**src/rtl/clause_len8.sv**
```systemverilog
// Clause literal counter: per-clause positive/negative/length counts, empty/unit/invalid flags and first literal index.
// Define CLAUSE_LEN8_REG_OUT_EN to register all outputs (1-cycle latency); otherwise outputs are combinational.
module clause_len8 #(
    parameter int NUM_VARS  = 8,
    parameter int WIDTH     = 4,
    parameter int WIDTH_IDX = 3
) (
    input  logic                    clk,
    input  logic                    rst,
    input  logic                    valid_i,
    input  logic [2*NUM_VARS-1:0]   clause_i,
    output logic                    valid_o,
    output logic [WIDTH-1:0]        len_o,
    output logic [WIDTH-1:0]        pos_cnt_o,
    output logic [WIDTH-1:0]        neg_cnt_o,
    output logic                    empty_o,
    output logic                    unit_o,
    output logic                    invalid_o,
    output logic [WIDTH_IDX-1:0]    first_idx_o
);

    localparam int unsigned MAX_CNT = (1 << WIDTH) - 1;

    function automatic logic [WIDTH-1:0] sat(input int unsigned c);
        if (c > MAX_CNT) return WIDTH'(MAX_CNT);
        return WIDTH'(c);
    endfunction

    logic [WIDTH-1:0]     len_d, pos_d, neg_d;
    logic                 empty_d, unit_d, invalid_d;
    logic [WIDTH_IDX-1:0] idx_d;

    always_comb begin
        int unsigned pos_n;
        int unsigned neg_n;
        logic [1:0]  lit;
        pos_n     = 0;
        neg_n     = 0;
        invalid_d = 1'b0;
        idx_d     = '0;
        lit       = 2'b00;
        // Walk downward so the lowest valid slot is the last one written.
        for (int k = NUM_VARS - 1; k >= 0; k--) begin
            lit = clause_i[2*k +: 2];
            if (lit == 2'b01) pos_n = pos_n + 1;
            if (lit == 2'b10) neg_n = neg_n + 1;
            if (lit == 2'b11) invalid_d = 1'b1;
            if (lit == 2'b01 || lit == 2'b10) idx_d = WIDTH_IDX'(k);
        end
        pos_d   = sat(pos_n);
        neg_d   = sat(neg_n);
        len_d   = sat(pos_n + neg_n);
        // Flags come from the true length, not the saturated one.
        empty_d = (pos_n + neg_n) == 0;
        unit_d  = (pos_n + neg_n) == 1;
    end

`ifdef CLAUSE_LEN8_REG_OUT_EN
    logic                 valid_q;
    logic [WIDTH-1:0]     len_q, pos_q, neg_q;
    logic                 empty_q, unit_q, invalid_q;
    logic [WIDTH_IDX-1:0] idx_q;

    always_ff @(posedge clk or negedge rst) begin
        if (!rst) begin
            valid_q   <= 1'b0;
            len_q     <= '0;
            pos_q     <= '0;
            neg_q     <= '0;
            empty_q   <= 1'b0;
            unit_q    <= 1'b0;
            invalid_q <= 1'b0;
            idx_q     <= '0;
        end else begin
            valid_q <= valid_i;
            if (valid_i) begin
                len_q     <= len_d;
                pos_q     <= pos_d;
                neg_q     <= neg_d;
                empty_q   <= empty_d;
                unit_q    <= unit_d;
                invalid_q <= invalid_d;
                idx_q     <= idx_d;
            end
        end
    end

    assign valid_o     = valid_q;
    assign len_o       = len_q;
    assign pos_cnt_o   = pos_q;
    assign neg_cnt_o   = neg_q;
    assign empty_o     = empty_q;
    assign unit_o      = unit_q;
    assign invalid_o   = invalid_q;
    assign first_idx_o = idx_q;
`else
    logic unused_clk_rst;
    assign unused_clk_rst = clk ^ rst;

    assign valid_o     = valid_i;
    assign len_o       = len_d;
    assign pos_cnt_o   = pos_d;
    assign neg_cnt_o   = neg_d;
    assign empty_o     = empty_d;
    assign unit_o      = unit_d;
    assign invalid_o   = invalid_d;
    assign first_idx_o = idx_d;
`endif

endmodule

```
**config.mk**
```make
export PLATFORM = sky130hd
export DESIGN_NAME = clause_len8
export DESIGN_NICKNAME = d
export VERILOG_FILES = /design/src/rtl/clause_len8.sv
export SDC_FILE = /design/constraint.sdc
export NUM_CORES = 1
export LEC_CHECK = 0
export CORE_AREA = 4 4 92 72
export DETAILED_ROUTE_END_ITERATION = 10
export DIE_AREA = 0 0 96 76
export PLACE_DENSITY = 0.68
export SYNTH_ARGS = -nofsm -noshare
export SYNTH_HDL_FRONTEND = slang
export SYNTH_SLANG_ARGS = --single-unit
```
**constraint.sdc**
```tcl
create_clock -name vclk -period 17.1
set_clock_uncertainty 0.1 [all_clocks]
set_input_delay 2.565 -clock vclk [all_inputs]
set_output_delay 2.565 -clock vclk [all_outputs]
set_load 0.03 [all_outputs]
```
==> impl_metrics.toml, run 1 <==
[yosys]
synth.yosys.seq_area_share_pct = 0
synth_simple_gate_area_share_pct = 26.1
synthAdderAreaFrac_pct = 28.0
synth_compound_area_share_pct = 18.7
syn-cell-area_um2 = 2250
syn_avg_cell_area_um2 = 7.41
synthMuxAreaShare_pct = 5.11
synth_top_cell_by_area = "ha_1"
synth_top_family_by_area = "adder cells"
syn_inst = 304
synth.distinct_cells = 59
synth_top_area_share_pct = 26.7
ys_warn_count = 0
synthXorXnorAreaFrac_pct = 14.9
synth.area.top_cells = "ha_1 27%, inv_1 5.8%, xnor2_1 5.4%"

[worst_hold_path]
worstHoldPathCells = 0
hold_path_class = "in2out"

[layout]
design_area_um2 = 2670
nets = 405
seq_cells = 0
synthToLayoutAreaGrowth_pct = 18.7
drive_gt1_share_pct = 6.57
seq_area_um2 = 0
nClkBuffers = 0
diodes = 0

[route]
drt-pass1-iter-count = 4
viasPerCell = 5.18
highest_layer = "met3"
post-route-drc-count = 0
drtAntennaViolNets = 0
met2_length_um = 2360
wire_per_inst_um = 12.3
met1_length_um = 2620
wl_met3_um = 96
initialDrtViolationCount = 66
wirelength_um = 5080
num_vias = 2141

[worst_setup_path]
worstSetupStartpointType = "input port"
worstPathArrival_ns = 9.31
cp_data_required_time_ns = 14.44
criticalPathCategory = "in2out"
cp_num_cells = 27
slowest_delay_ns = 0.70
critPathSlowestCell = "clkdlybuf4s50_1"
critPathBufInv = 5
critical-path-top-delay-family = "adder cells"
crit_top_cell = "ha_1"
end_kind = "output port"
critPathMaxFanout = 7

[power]
p_int_mw = 0.0569
seqPwrFrac_pct = 0
power.density_nw_per_um2 = 51.6
p_sw_mw = 0.0810
pwr-share-clk_pct = 0
p_leak_nw = 1.21
vdd_drop_max_v = 0.0000155
swShare_pct = 58.7
p_comb_share_pct = 100.0

[floorplanning]
coreArea_um2 = 5740
die_w_um = 96
rows = 24
start_util_pct = 39.3
io_pins = 38
die_h_um = 76
die_area_um2 = 7300

[global_route]
antenna_found_initial = 0
grt_pass1_vias = 1894
grt-ovfl-total = 0
grt_max_degree = 13
gr-usage-all-layers_pct = 13.3
grt_pass1_wl_um = 8440

[sta]
worst_pin_slew_ns = 0.541
finalCriticalPeriod_ns = 11.98
hold_ws_ns = 5.03
relSlewSlack_pct = 63.8
finalCritPeriodShare_pct = 70.1
setup_tns_ns = 0
setup_viol = 0
grt_setup_unrepaired = "false"
drv_slew = 0
fmax_mhz = 83.5
hold_violations = 0

[placed_design]
hpwl_um = 4430
portBuffers = 34
placed_area_um2 = 2670
place_congestion = 0.867

[cts]
postCtsHoldBufs = 0
postCtsSetupBuffers = 0
cts_resized = 0

[job]
drv_cap = 0

[outcome]
run_status = "complete, no violations"
-- cells in the final DEF (no fill, tap or decap), types with 2 or more instances in the layout --
master / instances
and3_1: 4
nand2_1: 32
nor4_1: 10
a311o_1: 2
conb_1: 4
xor2_1: 14
nand3_1: 6
nand3b_1: 2
nand4_1: 6
nor3_1: 7
o21a_1: 2
o21ai_0: 11
o21bai_1: 4
ha_1: 48
nor3_2: 2
mux2_2: 4
inv_1: 35
nor2_1: 15
or2_2: 2
mux2i_1: 7
and3_2: 2
a21oi_1: 10
a211oi_1: 5
or3_1: 3
a41oi_1: 5
nor2b_1: 3
xnor2_2: 3
o22ai_1: 2
clkdlybuf4s50_1: 34
nand2b_1: 11
xnor2_1: 14
-- routing by layer --
metal	GRT usage, %	up-vias
met5	0	-
met4	0.284	0
met3	0	0
met2	22.5	24
met1	19.8	985
li1	-	1132
-- kinds of logic (layout without fill, tap and decap cells) --
| kind of cell | count (synthesis) | count (layout) |
|---|---|---|
| other | 1 | 4 |
| adder cells (fa/ha/maj) | 50 | 50 |
| AND/OR/NAND/NOR | 111 | 111 |
| buffers and inverters | 41 | 69 |
| AO/OA/AOI/OAI | 57 | 57 |
| multiplexers | 11 | 11 |
| XOR/XNOR | 33 | 33 |
-- power by group through the flow --
| stage | registers (mW) | clock network (mW) | logic (mW) |
|---|---|---|---|
| 2_1_floorplan | 0 | 0 | 0.0984 |
| 3_3_place_gp | 0 | 0 | 0.134 |
| 3_5_place_dp | 0 | 0 | 0.138 |
| 4_1_cts | 0 | 0 | 0.138 |
| 5_1_grt | 0 | 0 | 0.154 |
| 6_report | 0 | 0 | 0.138 |
-- final timing paths --
kind,start,end,slack [ns]
min,valid_i,valid_o,5.03
max,clause_i[14],empty_o,5.12
-- metrics by stage --
stage	utilization (%)	instances	total power [mW]	worst slack [ns]
floorplan	-	307	0.0984	6.12
global placement	46.6	413	0.134	5.23
detailed placement	46.6	413	0.138	5.14
CTS	46.6	413	0.138	5.12
global route	46.6	413	0.154	4.73
finish	46.6	413	0.138	5.12
-- synth_stat cells, drive strengths merged, types with 4 or more instances --
master  count
nor4       10
mux2        4
clkbuf      4
nand2b     11
a21oi      12
a41oi       5
mux2i       7
and3        6
o21ai      12
ha         48
nand2      32
o21bai      4
nand4       6
nor2       15
nand3       6
xor2       15
inv        35
a211oi      6
nor3        9
xnor2      17
-- final cells by class --
cell class	instances	area [µm²]
Fill cell	584	3060
Inverter	35	131
Multi-Input combinational cell	266	2100
Tap cell	78	97.6
Timing Repair Buffer	34	340
No activity file was read; power rests on OpenSTA's default activity.
==> inputs of run 2 (changes only) <==
- clock period: 17.1 -> 12 ns (I/O delays scaled with it)
==> run 2 against run 1 <==
Against the previous run: first-iteration DRC count down 3.0%; largest power group unchanged; final area unchanged; hold slack worse by 1.5 ns; clock-buffer cell count unchanged; global-route usage up 0.48 points; flip-flop and latch count unchanged; wire length down 3.0%.
==> impl_metrics.toml, run 2 (same netlist as run 1, synthesis figures left out) <==
[outcome]
run_status = "complete, no violations"

[route]
viasPerCell = 5.16
drtAntennaViolNets = 0
wirelength_um = 4930
initialDrtViolationCount = 64
wire_per_inst_um = 11.9
met2_length_um = 2310
highest_layer = "met3"
num_vias = 2132
drt-pass1-iter-count = 4
post-route-drc-count = 0
met1_length_um = 2480
wl_met3_um = 137

[job]
drv_cap = 0

[global_route]
grt_pass1_vias = 2028
grt_pass1_wl_um = 8780
antenna_found_initial = 0
grt_max_degree = 13
grt-ovfl-total = 0
gr-usage-all-layers_pct = 13.8

[sta]
hold_violations = 0
setup_tns_ns = 0
setup_viol = 0
fmax_mhz = 95.4
grt_setup_unrepaired = "false"
finalCritPeriodShare_pct = 87.4
worst_pin_slew_ns = 0.550
drv_slew = 0
relSlewSlack_pct = 63.2
finalCriticalPeriod_ns = 10.49
hold_ws_ns = 3.50

[power]
vdd_drop_max_v = 0.0000269
power.density_nw_per_um2 = 73.2
p_leak_nw = 1.21

[worst_hold_path]
hold_path_class = "in2out"

[worst_setup_path]
worstPathArrival_ns = 8.59
slowest_delay_ns = 0.70
critical-path-top-delay-family = "adder cells"
crit_top_cell = "ha_1"
worstSetupStartpointType = "input port"
criticalPathCategory = "in2out"
end_kind = "output port"
critPathBufInv = 5
cp_data_required_time_ns = 10.10
critPathMaxFanout = 7
critPathSlowestCell = "clkdlybuf4s50_1"

[placed_design]
hpwl_um = 4350
place_congestion = 0.861
placed_area_um2 = 2670
portBuffers = 34

[layout]
layout_commonest_cell = "ha_1"
seq_cells = 0
seq_area_um2 = 0
final_core_util_pct = 46.6
design_area_um2 = 2670
diodes = 0
nets = 405
mostFrequentLayoutCells = "48 x ha_1, 35 x inv_1, 34 x clkdlybuf4s50_1, 32 x nand2_1, 15 x nor2_1"
synthToLayoutAreaGrowth_pct = 18.7
drive_gt1_share_pct = 6.57
nClkBuffers = 0

[cts]
cts_resized = 0
postCtsSetupBuffers = 0
postCtsHoldBufs = 0

[floorplanning]
die_h_um = 76
rows = 24
start_util_pct = 39.3
io_pins = 38
die_w_um = 96
coreArea_um2 = 5740
die_area_um2 = 7300
-- run 2: cell counts in the layout (fill, tap and decap cells not counted) --
Identical to the previous run, type by type.
-- run 2: per-layer routing --
layer,vias up,track usage [%]
met5,-,0
li1,1140,-
met4,0,0.142
met3,0,0.395
met1,970,19.8
met2,22,24.0
-- run 2: layout make-up --
cell class / count / area, µm²
Fill cell: 595 / 3060
Inverter: 35 / 131
Multi-Input combinational cell: 266 / 2100
Tap cell: 78 / 97.6
Timing Repair Buffer: 34 / 340
-- run 2: metrics by stage --
stage	instances	power, mW	setup WS [ns]
6_report	413	0.196	1.51
5_1_grt	413	0.221	0.975
4_1_cts	413	0.197	1.48
3_5_place_dp	413	0.196	1.49
3_3_place_gp	413	0.191	1.66
2_1_floorplan	307	0.140	2.55
-- run 2: power by group --
part           total, mW  switching [mW]  internal (mW)
logic              0.196           0.115         0.0813
registers              0               0              0
clock network          0               0              0
total              0.196           0.115         0.0813
-- run 2: final timing paths --
kind	to	slack (ns)	start	cells after the start
worst max-delay path	empty_o	1.51	clause_i[14]	27
worst min-delay path	valid_o	3.50	valid_i	0
